--- src/rtl/separacion_if.sv ---
// Packed-operand input stream and 5-bit field output stream of the field splitter.
// out_zero exists only when SEPARACION_ZERO_FLAG_EN is defined.
interface separacion_if;
  logic [9:0] in_data;
  logic       in_valid;
  logic       in_ready;
  logic [4:0] out_data;
  logic       out_valid;
  logic       out_ready;
  logic       out_last;
`ifdef SEPARACION_ZERO_FLAG_EN
  logic       out_zero;

  modport slave (
    input  in_data, in_valid, out_ready,
    output in_ready, out_data, out_valid, out_last, out_zero
  );
  modport master (
    output in_data, in_valid, out_ready,
    input  in_ready, out_data, out_valid, out_last, out_zero
  );
`else
  modport slave (
    input  in_data, in_valid, out_ready,
    output in_ready, out_data, out_valid, out_last
  );
  modport master (
    output in_data, in_valid, out_ready,
    input  in_ready, out_data, out_valid, out_last
  );
`endif
endinterface

--- src/rtl/separacion.sv ---
// Splits buffered {a,b} words into a-then-b 5-bit beats; hi beat 1 cycle after push, 2 words buffered.
// in_ready drops at 2 pending words (registered count only); out fields hold under stall. Option: SEPARACION_ZERO_FLAG_EN.
module separacion #(
  parameter int DEPTH = 2
) (
  input  logic       clk,
  input  logic       rst,
  separacion_if.slave io
);

  typedef enum logic [1:0] {
    EMPTY = 2'd0,
    HI    = 2'd1,
    LO    = 2'd2
  } phase_t;

  localparam logic [1:0] FULL = DEPTH[1:0];

  logic [9:0] mem_q [DEPTH];
  logic       wr_ptr_q;
  logic       rd_ptr_q;
  logic [1:0] count_q;
  logic [1:0] count_d;
  phase_t     phase_q;
  logic       push;
  logic       pop;
  logic [9:0] head;

  assign io.in_ready = !rst && (count_q < FULL);
  assign push        = io.in_valid && io.in_ready;
  assign pop         = (phase_q == LO) && io.out_ready;
  assign head        = mem_q[rd_ptr_q];

  always_comb begin
    count_d = count_q;
    case ({push, pop})
      2'b10:   count_d = count_q + 2'd1;
      2'b01:   count_d = count_q - 2'd1;
      default: count_d = count_q;
    endcase
  end

  always_ff @(posedge clk) begin
    if (push) mem_q[wr_ptr_q] <= io.in_data;
  end

  always_ff @(posedge clk) begin
    if (rst) begin
      wr_ptr_q <= 1'b0;
      rd_ptr_q <= 1'b0;
      count_q  <= 2'd0;
      phase_q  <= EMPTY;
    end else begin
      if (push) wr_ptr_q <= ~wr_ptr_q;
      if (pop)  rd_ptr_q <= ~rd_ptr_q;
      count_q <= count_d;
      case (phase_q)
        EMPTY:   if (push) phase_q <= HI;
        HI:      if (io.out_ready) phase_q <= LO;
        // the head is popped here; a same-cycle push keeps the stream going
        LO:      if (io.out_ready) phase_q <= (count_d != 2'd0) ? HI : EMPTY;
        default: phase_q <= EMPTY;
      endcase
    end
  end

  assign io.out_valid = (phase_q != EMPTY);
  assign io.out_last  = (phase_q == LO);
  assign io.out_data  = (phase_q == HI) ? head[9:5] :
                        (phase_q == LO) ? head[4:0] : 5'd0;

`ifdef SEPARACION_ZERO_FLAG_EN
  assign io.out_zero  = io.out_valid && (io.out_data == 5'd0);
`endif

endmodule

--- src/flat_wrapper.sv ---
// flat-port wrapper written by rule: the top's interface ports become plain ports
module separacion_flat 
#(
  parameter int DEPTH = 2
)
  (clk, rst, io_in_data, io_in_valid, io_out_ready, io_in_ready, io_out_data, io_out_valid, io_out_last);
  separacion_if io_i ();
  input  logic clk;
  input  logic rst;
  input wire logic [$bits(io_i.in_data)-1:0] io_in_data;
  input wire logic [$bits(io_i.in_valid)-1:0] io_in_valid;
  input wire logic [$bits(io_i.out_ready)-1:0] io_out_ready;
  output wire logic [$bits(io_i.in_ready)-1:0] io_in_ready;
  output wire logic [$bits(io_i.out_data)-1:0] io_out_data;
  output wire logic [$bits(io_i.out_valid)-1:0] io_out_valid;
  output wire logic [$bits(io_i.out_last)-1:0] io_out_last;
  assign io_i.in_data = io_in_data;
  assign io_i.in_valid = io_in_valid;
  assign io_i.out_ready = io_out_ready;
  assign io_in_ready = io_i.in_ready;
  assign io_out_data = io_i.out_data;
  assign io_out_valid = io_i.out_valid;
  assign io_out_last = io_i.out_last;
  separacion #(.DEPTH(DEPTH)) u_core (.clk(clk), .rst(rst), .io(io_i));
endmodule
--- config.mk ---
export PLATFORM = sky130hd
export DESIGN_NAME = separacion_flat
export DESIGN_NICKNAME = d
export VERILOG_FILES = /design/src/rtl/separacion_if.sv /design/src/rtl/separacion.sv /design/src/flat_wrapper.sv
export SDC_FILE = /design/constraint.sdc
export NUM_CORES = 1
export LEC_CHECK = 0
export ABC_AREA = 1
export BUFFER_PORTS_ARGS = -buffer_cell sky130_fd_sc_hd__buf_2
export CAP_MARGIN = 30
export CORE_MARGIN = 3
export CORE_UTILIZATION = 30
export CTS_BUF_LIST = sky130_fd_sc_hd__clkbuf_8
export DETAILED_ROUTE_END_ITERATION = 8
export GPL_TIMING_DRIVEN = 0
export PLACE_DENSITY = 0.52
export RECOVER_POWER = 50
export REMOVE_ABC_BUFFERS = 1
export SLEW_MARGIN = 10
export SYNTH_ARGS = -nofsm -noshare
export SYNTH_HDL_FRONTEND = slang
export SYNTH_SLANG_ARGS = --single-unit
--- constraint.sdc ---
create_clock -name clk -period 3.02 [get_ports clk]
set_clock_uncertainty 0.15 [all_clocks]
set_input_delay 0.604 -clock clk [delete_from_list [all_inputs] [get_ports clk]]
set_output_delay 0.604 -clock clk [all_outputs]
set_load 0.02 [all_outputs]
==> results_dict.tcl <==
set metrics [dict create \
    status "completed" \
    placedCellCount 162 \
    setup_tns_ps 0 \
    synth_edf_count 20 \
    pwr-share-seq_pct 60.1 \
    async_flop_share_pct 0 \
    endpoint_kind "output pin" \
    final_common_cell "edfxtp_1" \
    wl_per_cell_um 11.6 \
    rsz0062_at_grt "no" \
    grt_max_degree 17 \
    pwr-share-clk_pct 28.7 \
    final_cell_mix "edfxtp_1 (20), nor2_1 (16), buf_2 (14), o21ai_0 (11)" \
    post-route-util_pct 37.3 \
    final_antenna_net_count 0 \
    post_cts_buffers 0 \
    grt_pass1_vias 701 \
    cts.sinks 27 \
    crit_chain "inv_1 -> nor2_1 -> o21ai_0 -> o22ai_1 -> buf_2" \
    max-cap-violations 0 \
    power_leakage_nw 0.476 \
    diodes 0 \
    p_per_area_mw_per_mm2 553 \
    nNetsFinal 136 \
    finalHoldViolations 0 \
    grt_first_pass_wirelength_mm 3.11 \
    cts_buffers 3 \
    grtUsageTotal_pct 9.65 \
    switching_power_mw 0.169 \
    area_growth_syn_to_layout_pct 16.9 \
    crit_slowest_cell "nor2_1" \
    ys_seq_area_share_pct 68.0 \
    cts_resized 0 \
    min_period_ps 2490 \
    p_comb_share_pct 11.2 \
    fin_area_mm2 0.00127 \
    slew-limit-headroom_pct 37.6 \
    clock_latency_ps 260 \
    ioPinCount 22 \
    synth_ff_type "edfxtp_1" \
    internal-power_mw 0.535 \
    post_dp_cell_area_mm2 0.00124 \
    hold_slack_ps 338 \
    synth_warnings 0 \
    worstPathRequired_ps 2270 \
    hold_class "flop to flop" \
    drive_gt1_share_pct 17.5 \
    cts_tree "built" \
    fill_cells 354 \
    wl_mm 1.92 \
    drtIter0Drc 17 \
    ir_drop_uv 288 \
    gp_congestion 0.700 \
    detail_route.vias_per_cell 4.50 \
    initial_utilization_pct 31.9 \
    core_mm2 0.00342 \
    finalNonFillerCells 166 \
    rows 21 \
    die-width_um 66.3 \
    critPathArrivalTime_ps 1740 \
    tightest_slew_ps 932 \
    setup_viol 0 \
    slowest_delay_ps 490 \
    dpl.hpwl_mm 1.36 \
    synthCells 97 \
    io_buffers 21 \
    crit_fanout 8 \
    syn_area_mm2 0.00109 \
    vias 747 \
    cts-root-buf "clkbuf_8" \
    die_area_mm2 0.00439 \
    max_freq_ghz 0.401 \
    grt_overflow_total 0 \
    worstPathBufferInverterCount 2 \
    finalCritPeriodShare_pct 82.6 \
    path_clk_slew_ps 90 \
    timing.final.max_slew_violations 0 \
    cts_hold_buffers 0 \
    antenna_found_initial 0 \
    drc 0 \
    drtPass1Iterations 4 \
    setup.worst_path.start_class "flop" \
    critical_path.top_delay_family "simple AND/OR/NAND/NOR gates" \
    die_y_um 66.3 \
    path_class "flop to output pin" \
    ys_ff_latch 27 \
    switching_share_pct 24.1 \
    htree_levels 1 \
    ys_types 23 \
    syn_avg_cell_area_um2 11.2 \
    cts_buffer_depth 2 \
]
[area by class of cell]
type,instances,area (um2),area share [%]
timing repair buffer,21,96.3,7.56
sequential,27,741,58.2
multi-input combinational,58,293,23.0
clock inverter,1,7.51,0.589
inverter,10,37.5,2.95
clock buffer,3,41.3,3.24
tap,46,57.6,4.52
[power groups by stage]
stage / Combinational, mW / Clock, mW / Sequential [mW]
2_1_floorplan: 0.0511 / 0 / 0.430
3_3_place_gp: 0.0801 / 0 / 0.432
3_5_place_dp: 0.0821 / 0 / 0.433
4_1_cts: 0.0823 / 0.209 / 0.424
5_1_grt: 0.0889 / 0.226 / 0.425
6_report: 0.0785 / 0.202 / 0.423
[cells by family after synthesis]
kind of cell	count (synthesis)	synth area share [%]
flip-flops	27	68.0
AO/OA/AOI/OAI	23	11.4
AND/OR/NAND/NOR	34	15.3
adder cells (fa/ha/maj)	1	1.15
buffers and inverters	12	4.25
[path summary, 6_finish.rpt]
check | from | endpoint | slack, ps | depth (start not counted)
setup / recovery | u_core.phase_q[1] | io_out_data[0] | 530 | 5
hold / removal | u_core.rd_ptr_q | flop | 340 | 2
setup reg to reg | u_core.phase_q[1] | u_core.phase_q[0] | 990 | 12
hold reg to reg | u_core.rd_ptr_q | flop | 340 | 2
[per-stage QoR]
step / total power [mW] / setup WS (ps)
2_1_floorplan: 0.482 / 1140
3_3_place_gp: 0.512 / 766
3_5_place_dp: 0.515 / 752
4_1_cts: 0.715 / 587
5_1_grt: 0.740 / 378
6_report: 0.704 / 527
[routing by layer]
metal | vias up | track usage (%) | part of all wire [%]
li1 | 382 | - | -
met1 | 351 | 11.6 | 46
met2 | 12 | 15.9 | 50
met3 | 2 | 2.04 | 2.5
met4 | 0 | 5.33 | 1.1
met5 | - | 0 | 0
[state kept, by name (all words and copies together), names as in the netlist, named ones only]
register	cells
u_core.mem_q	20
u_core.phase_q	2
u_core.wr_ptr_q	1
u_core.rd_ptr_q	1
u_core.count_q	2
[cells in the mapped netlist (all sizes together) (2+ instances only)]
master / count / area [um2]
edfxtp: 20 / 601
nor2: 17 / 81.3
nand2: 11 / 51.3
o21ai: 11 / 55.1
inv: 9 / 33.8
dfxtp: 7 / 140
a21oi: 6 / 30.0
o22ai: 5 / 31.3
nand3: 2 / 10.0
or2: 2 / 12.5
[worst register-to-register path, delay by kind of cell, from the launching register on]
kind                       cells  cell delay, ps
AOI/OAI and AO/OA              1             110
buffers and inverters          3             250
DFF                            1             340
adders and majority gates      1             240
and+or+nand+nor                7             880
Note: power is estimated with default switching activity, not from simulation.
